--- src/rtl/exec_pkg.sv ---
// exec_pkg: shared constants for the DLX execute stage.
//   - ALUCtrl encodings (ALU_ADD .. ALU_PASSB; code 15 yields zero)
//   - execute FSM state encoding (IDLE, MUL, DONE)
//   - alu_has_of(): true for the ops whose overflow flag is meaningful
package exec_pkg;

  localparam logic [3:0] ALU_ADD   = 4'd0;
  localparam logic [3:0] ALU_SUB   = 4'd1;
  localparam logic [3:0] ALU_AND   = 4'd2;
  localparam logic [3:0] ALU_OR    = 4'd3;
  localparam logic [3:0] ALU_XOR   = 4'd4;
  localparam logic [3:0] ALU_SLL   = 4'd5;
  localparam logic [3:0] ALU_SRL   = 4'd6;
  localparam logic [3:0] ALU_SRA   = 4'd7;
  localparam logic [3:0] ALU_SEQ   = 4'd8;
  localparam logic [3:0] ALU_SNE   = 4'd9;
  localparam logic [3:0] ALU_SLT   = 4'd10;
  localparam logic [3:0] ALU_SGT   = 4'd11;
  localparam logic [3:0] ALU_SLE   = 4'd12;
  localparam logic [3:0] ALU_SGE   = 4'd13;
  localparam logic [3:0] ALU_PASSB = 4'd14;

  localparam logic [1:0] IDLE = 2'd0;
  localparam logic [1:0] MUL  = 2'd1;
  localparam logic [1:0] DONE = 2'd2;

  function automatic logic alu_has_of(input logic [3:0] op);
    return (op == ALU_ADD) || (op == ALU_SUB);
  endfunction

endpackage

--- src/rtl/execute_mc_mul_iter.sv ---
// mul_iter: iterative radix-2^MUL_BPC shift-add multiplier (low word only).
//   clk, reset : clock, synchronous active-high reset
//   start      : latch X/Y, clear accumulator, begin iterating
//   abort      : drop the running multiply (partial product discarded)
//   X, Y       : multiplicand / multiplier
//   busy       : an iteration runs this cycle
//   done       : this cycle performs the final iteration; Z is final after the edge
//   Z          : accumulator = low DATA_W bits of X*Y once finished
// The low word of a product is the same for signed and unsigned operands,
// so the unit works purely unsigned. Latency is fixed: no early exit.
module mul_iter #(
  parameter int DATA_W  = 32,
  parameter int MUL_BPC = 4
) (
  input  logic              clk,
  input  logic              reset,
  input  logic              start,
  input  logic              abort,
  input  logic [DATA_W-1:0] X,
  input  logic [DATA_W-1:0] Y,
  output logic              busy,
  output logic              done,
  output logic [DATA_W-1:0] Z
);

  localparam int N_MUL = DATA_W / MUL_BPC;
  localparam int CW    = $clog2(N_MUL + 1);

  logic [DATA_W-1:0] mcand_reg;
  logic [DATA_W-1:0] mplier_reg;
  logic [DATA_W-1:0] acc_reg;
  logic [CW-1:0]     cnt_reg;
  logic              busy_reg;

  // Partial-sum chain: each stage adds the multiplicand shifted by the
  // bit position when the corresponding multiplier digit bit is set.
  logic [DATA_W-1:0] pp [MUL_BPC+1];

  assign pp[0] = acc_reg;

  for (genvar gi = 0; gi < MUL_BPC; gi++) begin : g_pp
    assign pp[gi+1] = pp[gi] + (mplier_reg[gi] ? (mcand_reg << gi) : '0);
  end

  assign busy = busy_reg;
  assign done = busy_reg && (cnt_reg == CW'(N_MUL - 1));
  assign Z    = acc_reg;

  always_ff @(posedge clk) begin
    if (reset) begin
      mcand_reg  <= '0;
      mplier_reg <= '0;
      acc_reg    <= '0;
      cnt_reg    <= '0;
      busy_reg   <= 1'b0;
    end else if (abort) begin
      cnt_reg  <= '0;
      busy_reg <= 1'b0;
    end else if (start) begin
      mcand_reg  <= X;
      mplier_reg <= Y;
      acc_reg    <= '0;
      cnt_reg    <= '0;
      busy_reg   <= 1'b1;
    end else if (busy_reg) begin
      acc_reg    <= pp[MUL_BPC];
      mcand_reg  <= mcand_reg << MUL_BPC;
      mplier_reg <= mplier_reg >> MUL_BPC;
      cnt_reg    <= cnt_reg + CW'(1);
      if (done) begin
        busy_reg <= 1'b0;
      end
    end
  end

endmodule

--- src/rtl/execute_mc.sv ---
// execute_mc: registered DLX execute stage with an iterative multiplier.
//   Inputs : clk, reset (sync, active-high), in_valid, flush, nextPC, opA,
//            opB, offset26, offset16, destReg, ALUCtrl, mul, jump, branch,
//            branchZero, regToPC
//   Outputs: stall (combinational), ex_valid, aluResult, of, leap, leapAddr,
//            destReg_out (all registered except stall)
// Data-width buses are numbered with bit 0 as the MSB. Single-cycle ops
// complete one edge after presentation; a multiply holds the front of the
// pipe (stall) through IDLE+MUL and retires from DONE, N_MUL+2 edges after
// first presentation. Requires DATA_W >= 26 for the jump immediate.
module execute_mc
  import exec_pkg::*;
#(
  parameter int DATA_W  = 32,
  parameter int MUL_BPC = 4
) (
  input  logic              clk,
  input  logic              reset,
  input  logic              in_valid,
  input  logic              flush,
  input  logic [0:DATA_W-1] nextPC,
  input  logic [0:DATA_W-1] opA,
  input  logic [0:DATA_W-1] opB,
  input  logic [25:0]       offset26,
  input  logic [15:0]       offset16,
  input  logic [4:0]        destReg,
  input  logic [3:0]        ALUCtrl,
  input  logic              mul,
  input  logic              jump,
  input  logic              branch,
  input  logic              branchZero,
  input  logic              regToPC,
  output logic              stall,
  output logic              ex_valid,
  output logic [0:DATA_W-1] aluResult,
  output logic              of,
  output logic              leap,
  output logic [0:DATA_W-1] leapAddr,
  output logic [4:0]        destReg_out
);

  localparam int SHW = $clog2(DATA_W);
  localparam int MSB = DATA_W - 1;

  // Internal arithmetic works on conventionally numbered copies; the
  // numeric value is unchanged by the port numbering.
  logic [DATA_W-1:0] a_val;
  logic [DATA_W-1:0] b_val;
  logic [DATA_W-1:0] npc_val;
  logic [SHW-1:0]    shamt;

  assign a_val   = opA;
  assign b_val   = opB;
  assign npc_val = nextPC;
  // Least-significant log2(DATA_W) bits of opB under MSB-first numbering.
  assign shamt   = opB[DATA_W-SHW:DATA_W-1];

  // ---------------- ALU ----------------
  logic [DATA_W-1:0] add_res;
  logic [DATA_W-1:0] sub_res;
  logic              add_of;
  logic              sub_of;
  logic [DATA_W-1:0] alu_res;
  logic              alu_of;

  assign add_res = a_val + b_val;
  assign sub_res = a_val - b_val;
  assign add_of  = (a_val[MSB] == b_val[MSB]) && (add_res[MSB] != a_val[MSB]);
  assign sub_of  = (a_val[MSB] != b_val[MSB]) && (sub_res[MSB] != a_val[MSB]);

  always_comb begin
    alu_res = '0;
    unique case (ALUCtrl)
      ALU_ADD:   alu_res = add_res;
      ALU_SUB:   alu_res = sub_res;
      ALU_AND:   alu_res = a_val & b_val;
      ALU_OR:    alu_res = a_val | b_val;
      ALU_XOR:   alu_res = a_val ^ b_val;
      ALU_SLL:   alu_res = a_val << shamt;
      ALU_SRL:   alu_res = a_val >> shamt;
      ALU_SRA:   alu_res = $signed(a_val) >>> shamt;
      ALU_SEQ:   alu_res = {{(DATA_W-1){1'b0}}, (a_val == b_val)};
      ALU_SNE:   alu_res = {{(DATA_W-1){1'b0}}, (a_val != b_val)};
      ALU_SLT:   alu_res = {{(DATA_W-1){1'b0}}, ($signed(a_val) <  $signed(b_val))};
      ALU_SGT:   alu_res = {{(DATA_W-1){1'b0}}, ($signed(a_val) >  $signed(b_val))};
      ALU_SLE:   alu_res = {{(DATA_W-1){1'b0}}, ($signed(a_val) <= $signed(b_val))};
      ALU_SGE:   alu_res = {{(DATA_W-1){1'b0}}, ($signed(a_val) >= $signed(b_val))};
      ALU_PASSB: alu_res = b_val;
      default:   alu_res = '0;
    endcase
  end

  assign alu_of = alu_has_of(ALUCtrl) && ((ALUCtrl == ALU_ADD) ? add_of : sub_of);

  // ---------------- leap resolution ----------------
  logic [DATA_W-1:0] imm;
  logic              leap_c;
  logic [DATA_W-1:0] leap_addr_c;

  assign imm = branch ? {{(DATA_W-16){offset16[15]}}, offset16}
                      : {{(DATA_W-26){offset26[25]}}, offset26};
  assign leap_c      = jump || (branch && ((a_val == '0) == branchZero));
  assign leap_addr_c = regToPC ? a_val : (npc_val + imm);

  // ---------------- multiplier ----------------
  logic              mul_start;
  logic              mul_busy;
  logic              mul_done;
  logic [DATA_W-1:0] mul_z;

  logic [1:0] state_reg;
  logic [1:0] state_next;

  assign mul_start = (state_reg == IDLE) && in_valid && mul && !flush;

  mul_iter #(
    .DATA_W  (DATA_W),
    .MUL_BPC (MUL_BPC)
  ) u_mul (
    .clk   (clk),
    .reset (reset),
    .start (mul_start),
    .abort (flush),
    .X     (a_val),
    .Y     (b_val),
    .busy  (mul_busy),
    .done  (mul_done),
    .Z     (mul_z)
  );

  // mul_busy is high exactly while the FSM sits in MUL, so it stands in for
  // that state in the stall term. Flush and reset always release the stall.
  assign stall = !reset && !flush &&
                 (((state_reg == IDLE) && in_valid && mul) || mul_busy);

  // ---------------- FSM ----------------
  always_comb begin
    state_next = state_reg;
    if (flush) begin
      state_next = IDLE;
    end else begin
      case (state_reg)
        IDLE:    if (in_valid && mul) state_next = MUL;
        MUL:     if (mul_done) state_next = DONE;
        DONE:    state_next = IDLE;
        default: state_next = IDLE;
      endcase
    end
  end

  // ---------------- EX/MEM registers ----------------
  logic              ex_valid_reg;
  logic [DATA_W-1:0] alu_result_reg;
  logic              of_reg;
  logic              leap_reg;
  logic [DATA_W-1:0] leap_addr_reg;
  logic [4:0]        dest_reg_reg;

  always_ff @(posedge clk) begin
    if (reset) begin
      state_reg      <= IDLE;
      ex_valid_reg   <= 1'b0;
      alu_result_reg <= '0;
      of_reg         <= 1'b0;
      leap_reg       <= 1'b0;
      leap_addr_reg  <= '0;
      dest_reg_reg   <= '0;
    end else begin
      state_reg    <= state_next;
      ex_valid_reg <= 1'b0;
      if (!flush) begin
        if ((state_reg == IDLE) && in_valid && !mul) begin
          ex_valid_reg   <= 1'b1;
          alu_result_reg <= alu_res;
          of_reg         <= alu_of;
          leap_reg       <= leap_c;
          leap_addr_reg  <= leap_addr_c;
          dest_reg_reg   <= destReg;
        end else if (state_reg == DONE) begin
          // Upstream is still presenting the multiply, so destReg is current.
          ex_valid_reg   <= 1'b1;
          alu_result_reg <= mul_z;
          of_reg         <= 1'b0;
          leap_reg       <= 1'b0;
          dest_reg_reg   <= destReg;
        end
      end
    end
  end

  assign ex_valid    = ex_valid_reg;
  assign aluResult   = alu_result_reg;
  assign of          = of_reg;
  assign leap        = leap_reg;
  assign leapAddr    = leap_addr_reg;
  assign destReg_out = dest_reg_reg;

endmodule

--- config.mk ---
export PLATFORM = sky130hd
export DESIGN_NAME = execute_mc
export DESIGN_NICKNAME = d
export VERILOG_FILES = /design/src/rtl/exec_pkg.sv /design/src/rtl/execute_mc_mul_iter.sv /design/src/rtl/execute_mc.sv
export SDC_FILE = /design/constraint.sdc
export NUM_CORES = 1
export LEC_CHECK = 0
export CAP_MARGIN = 10
export CELL_PAD_IN_SITES_DETAIL_PLACEMENT = 0
export CELL_PAD_IN_SITES_GLOBAL_PLACEMENT = 1
export CORE_ASPECT_RATIO = 1.4
export CORE_MARGIN = 5
export CORE_UTILIZATION = 47
export DETAILED_ROUTE_END_ITERATION = 10
export PLACE_DENSITY_LB_ADDON = 0.1
export RECOVER_POWER = 50
export SYNTH_ARGS = -nofsm -noshare
export SYNTH_HDL_FRONTEND = slang
export SYNTH_SLANG_ARGS = --single-unit
--- constraint.sdc ---
create_clock -name clk -period 11.3 [get_ports clk]
set_clock_uncertainty 0.15 [all_clocks]
set_input_delay 2.26 -clock clk [delete_from_list [all_inputs] [get_ports clk]]
set_output_delay 2.26 -clock clk [all_outputs]
set_load 0.02 [all_outputs]
==> parameters.txt <==
Parameter                              Value

Cells and area
  Layout Area Growth over Synthesis    14.6%
  Number of nets in the final layout    3465
  Fraction of layout cells with a size suffix above 1    6.48%
  Final std cells w/o fill    3696

Global route
  Fraction of met1 tracks used by global routing    45.7%
  Overall overflow remaining after global route    0
  Antenna violations before repair    2
  Via count of the first global-routing pass    23800
  Met3 track demand over resource in global routing    7.01%
  Global-route track usage on met2    61.0%
  Total global routing track utilization    37.6%
  Pin count of the biggest net entering global routing    85
  Layer with the highest usage after global routing    met2
  First-pass GRT wire length    150000 µm

Worst setup path
  Largest incremental delay on the critical path    2620 ps
  Class of the most critical setup path    in -> reg
  Nature of the critical path startpoint    primary input
  Peak fanout along the critical path    84
  FF-to-FF Start    u_mul.mplier_reg[1]$_SDFFE_PP0P_
  Origin of the worst setup path    in_valid
  Number of cells on the critical path    7
  Library cell contributing the largest single delay on the critical path    sky130_fd_sc_hd__clkbuf_1
  Crit-path leading delay family    buffers and inverters
  Arrival time of the worst setup path    7880 ps
  Worst reg2reg endpoint    u_mul.Z[29]$_SDFFE_PP0P_
  Critical Path Sink Type    register
  R2R Setup Slk    4840 ps
  Number of cell instances on the worst register-to-register path    17
  Data required time of the critical path    11510 ps
  Cells along the critical path    dlygate4sd3_1 -> and3_1 -> clkbuf_1 -> nor3_1 -> a21oi_1 -> o22ai_1 -> nor2_1
  Crit path buffers/inverters    2

Yosys
  Cells taking the most area after synthesis    sky130_fd_sc_hd__dfxtp_1 (16%), sky130_fd_sc_hd__ha_1 (9.0%), sky130_fd_sc_hd__fa_1 (8.2%), sky130_fd_sc_hd__a21oi_1 (6.3%), sky130_fd_sc_hd__nor2_1 (5.4%)
  Gate count of the mapped netlist    2979
  Area share of the leading cell type in the synthesized netlist    15.7%
  Synth warnings    0
  Async set-reset flop share out of synthesis    0%
  Flip-flop and latch count after synthesis    175
  Largest area contributor in the netlist    sky130_fd_sc_hd__dfxtp_1
  Nets in the synthesized netlist    3386
  Commonest register cell after synthesis    sky130_fd_sc_hd__dfxtp_1
  Share of synthesized area occupied by flip-flops and latches    15.7%
  Mapped cell area    22300 µm²
  Cell variety after synth    83
  Number of synthesized flops with an enable pin    0
  Per-instance average area after synthesis    7.48 µm²

STA
  Unrepaired setup endpoints after global routing    false
  Final setup vio count    0
  Transition time at the pin with the least slew margin    3670 ps
  Worst rel slew slack    -145%
  Post-route clock period utilization    67.8%
  Count of final max-slew check failures    207
  Final worst path period need    7670 ps
  Max Fclk    130 MHz
  Setup TNS Final    0 ps
  Endpoints failing hold    0

Clock tree
  CTS tree    yes
  Number of buffers inserted for hold repair after clock tree synthesis    0
  CTS Root Cell    sky130_fd_sc_hd__clkbuf_16
  H-tree Lvls    4
  Post-CTS setup buffer count    0
  Maximum buffer depth of the clock tree    2
  Clock latency on the worst-skew pair    470 ps
  Total CTS buffers    17
  Clock slew at the register clock pins of the worst setup and hold paths    80 ps
  PostCTS Resize Cnt    0
  CTS Sinks    175

Power and ir drop
  Power dissipated by switching net loads    905 µW
  Peak supply drop    0.000118 V
  Part of the total power dissipated in combinational logic    40.5%
  Internal power    1.30 mW
  Part of the total power dissipated in sequential elements    30.5%
  Switching fraction of total power    41.1%
  Part of the total power dissipated in the clock network    29.0%
  Power Density    86.2 nW/µm²
  Static Leakage    10.9 nW

Floorplanning
  Die X    194 µm
  Standard-cell row count    94
  Starting Density    47.5%
  Top-Level Pins    229
  Core Box Area    46900 µm²
  Total die area    51900 µm²
  Vert. Die Dim    268 µm

Detailed routing
  Violation count after the first detailed-routing iteration    2618
  Count of TritonRoute iterations in the first routing pass    8
  Antenna-violating nets left    0
  Via/cell ratio    6.60
  Routed via count    24400
  Routed length per instance    27.7 µm
  Final Routed Wirelength    102000 µm
  Number of design rule violations left after detail routing    0

Hold path
  Class of the tightest hold or removal check    reg -> reg
  Start point of the worst min-delay path    destReg_out[2]$_SDFFE_PP0P_
  Worst hold path endpoint    destReg_out[2]$_SDFFE_PP0P_
  Hold Path Depth    2

Place
  GP Congestion    1.04
  Total of buffers placed on input and output ports    228
  Post-detailed-placement half-perimeter wirelength    78600 µm
  # placed instances    3663

Outcome
  Failing checks    max-capacitance violations, max-slew violations
  Outcome    finished, violations left

Job
  Max Cap Violations    3
==> synthesized netlist by cell type, types with 30 or more instances <==
cell type	n
sky130_fd_sc_hd__mux2i_1	62
sky130_fd_sc_hd__o211ai_1	37
sky130_fd_sc_hd__nor3_1	118
sky130_fd_sc_hd__fa_1	91
sky130_fd_sc_hd__a221oi_1	30
sky130_fd_sc_hd__and2_1	118
sky130_fd_sc_hd__a22oi_1	57
sky130_fd_sc_hd__a211oi_1	32
sky130_fd_sc_hd__mux4_2	48
sky130_fd_sc_hd__o21ai_0	180
sky130_fd_sc_hd__inv_1	260
sky130_fd_sc_hd__a21oi_1	280
sky130_fd_sc_hd__dfxtp_1	175
sky130_fd_sc_hd__a21o_1	47
sky130_fd_sc_hd__o22ai_1	74
sky130_fd_sc_hd__ha_1	160
sky130_fd_sc_hd__clkbuf_1	186
sky130_fd_sc_hd__nand3_1	48
sky130_fd_sc_hd__nand2_1	152
sky130_fd_sc_hd__nor2_1	321
sky130_fd_sc_hd__xnor2_1	68
==> power groups by stage <==
stage | Combinational (mW) | Sequential, mW | Clock [mW]
after floorplan | 0.545 | 0.682 | 0
after global placement | 0.863 | 0.684 | 0
after detailed placement | 0.867 | 0.685 | 0
after CTS | 0.872 | 0.671 | 0.646
after global routing | 0.946 | 0.674 | 0.674
final | 0.892 | 0.671 | 0.640
==> per-stage QoR <==
step | utilization, % | power, mW | instance area (µm²) | hold slack [ps] | setup WS [ps]
6_report | 54.4 | 2.20 | 25500 | 309 | 3630
5_1_grt | 54.4 | 2.29 | 25500 | 336 | 3430
4_1_cts | 54.5 | 2.19 | 25600 | 315 | 4830
3_5_place_dp | 53.2 | 1.55 | 25000 | 304 | 4470
3_3_place_gp | 53.2 | 1.55 | 25000 | 294 | 4610
2_1_floorplan | - | 1.23 | 22300 | 299 | 5360
==> layout make-up <==
class	instances	area (µm²)
fillers	4524	21400
multi-input cells	2313	17000
flip-flops and latches	175	3500
repair buffers	288	2680
inverters	263	987
well taps	624	781
clock buffers	19	443
clock inverters	13	168
diodes	1	2.50
==> cells by family after synthesis <==
| logic type | share of synthesized area (%) |
|---|---|
| muxes | 8.70 |
| buffers and inverters | 8.38 |
| DFF | 15.7 |
| adders and majority gates | 17.2 |
| and+or+nand+nor | 19.3 |
| AOI/OAI and AO/OA | 27.0 |
| xor gates and xnor gates | 3.69 |
==> per-layer routing <==
layer | wire [µm] | up-vias
met5 | 27 | -
met4 | 7870 | 4
met3 | 8590 | 373
met2 | 47300 | 1377
met1 | 38500 | 11800
li1 | - | 10800
==> cell usage in the layout, fill, tap and decap left out, types with 23 or more instances in the layout <==
cell and count:
sky130_fd_sc_hd__xor2_1 26, sky130_fd_sc_hd__nand3_1 48, sky130_fd_sc_hd__fa_1 91, sky130_fd_sc_hd__and2_1 117, sky130_fd_sc_hd__inv_1 258, sky130_fd_sc_hd__mux4_2 48
sky130_fd_sc_hd__dlygate4sd3_1 73, sky130_fd_sc_hd__o211ai_1 37, sky130_fd_sc_hd__dfxtp_1 175, sky130_fd_sc_hd__buf_4 56, sky130_fd_sc_hd__a211oi_1 32, sky130_fd_sc_hd__nand2_1 152
sky130_fd_sc_hd__xnor2_1 68, sky130_fd_sc_hd__a221oi_1 30, sky130_fd_sc_hd__a21oi_1 279, sky130_fd_sc_hd__clkdlybuf4s50_1 148, sky130_fd_sc_hd__mux2i_1 62, sky130_fd_sc_hd__nor3_1 114
sky130_fd_sc_hd__nor2_1 319, sky130_fd_sc_hd__o21ai_0 180, sky130_fd_sc_hd__o22ai_1 74, sky130_fd_sc_hd__a21o_1 47, sky130_fd_sc_hd__a31oi_1 23, sky130_fd_sc_hd__a22oi_1 57
sky130_fd_sc_hd__ha_1 160
==> how the worst max path moves through the flow <==
stage,end,slack (ps)
detailed placement,leapAddr[3]$_SDFFE_PP0P_,4470
floorplan,aluResult[3]$_SDFFE_PP0P_,5360
finish,u_mul.mplier_reg[2]$_SDFFE_PP0P_,3630
CTS,stall,4830
global placement,leapAddr[3]$_SDFFE_PP0P_,4610
global route,u_mul.mplier_reg[2]$_SDFFE_PP0P_,3430
==> worst reg2reg max path: stages (launching register included) <==
cell and delay, ps:
sky130_fd_sc_hd__dfxtp_1 990, sky130_fd_sc_hd__and2_0 280, sky130_fd_sc_hd__fa_1 420, sky130_fd_sc_hd__fa_1 500, sky130_fd_sc_hd__inv_1 50, sky130_fd_sc_hd__fa_1 480, sky130_fd_sc_hd__inv_1 40, sky130_fd_sc_hd__ha_1 240
sky130_fd_sc_hd__fa_1 490, sky130_fd_sc_hd__a211oi_1 220, sky130_fd_sc_hd__o21ai_0 250, sky130_fd_sc_hd__a221oi_1 670, sky130_fd_sc_hd__a21oi_1 300, sky130_fd_sc_hd__a221oi_1 490, sky130_fd_sc_hd__nor2b_1 120, sky130_fd_sc_hd__or3_1 340
sky130_fd_sc_hd__xor2_1 150, sky130_fd_sc_hd__a22o_1 170
Power figures use the tool's default switching activity.
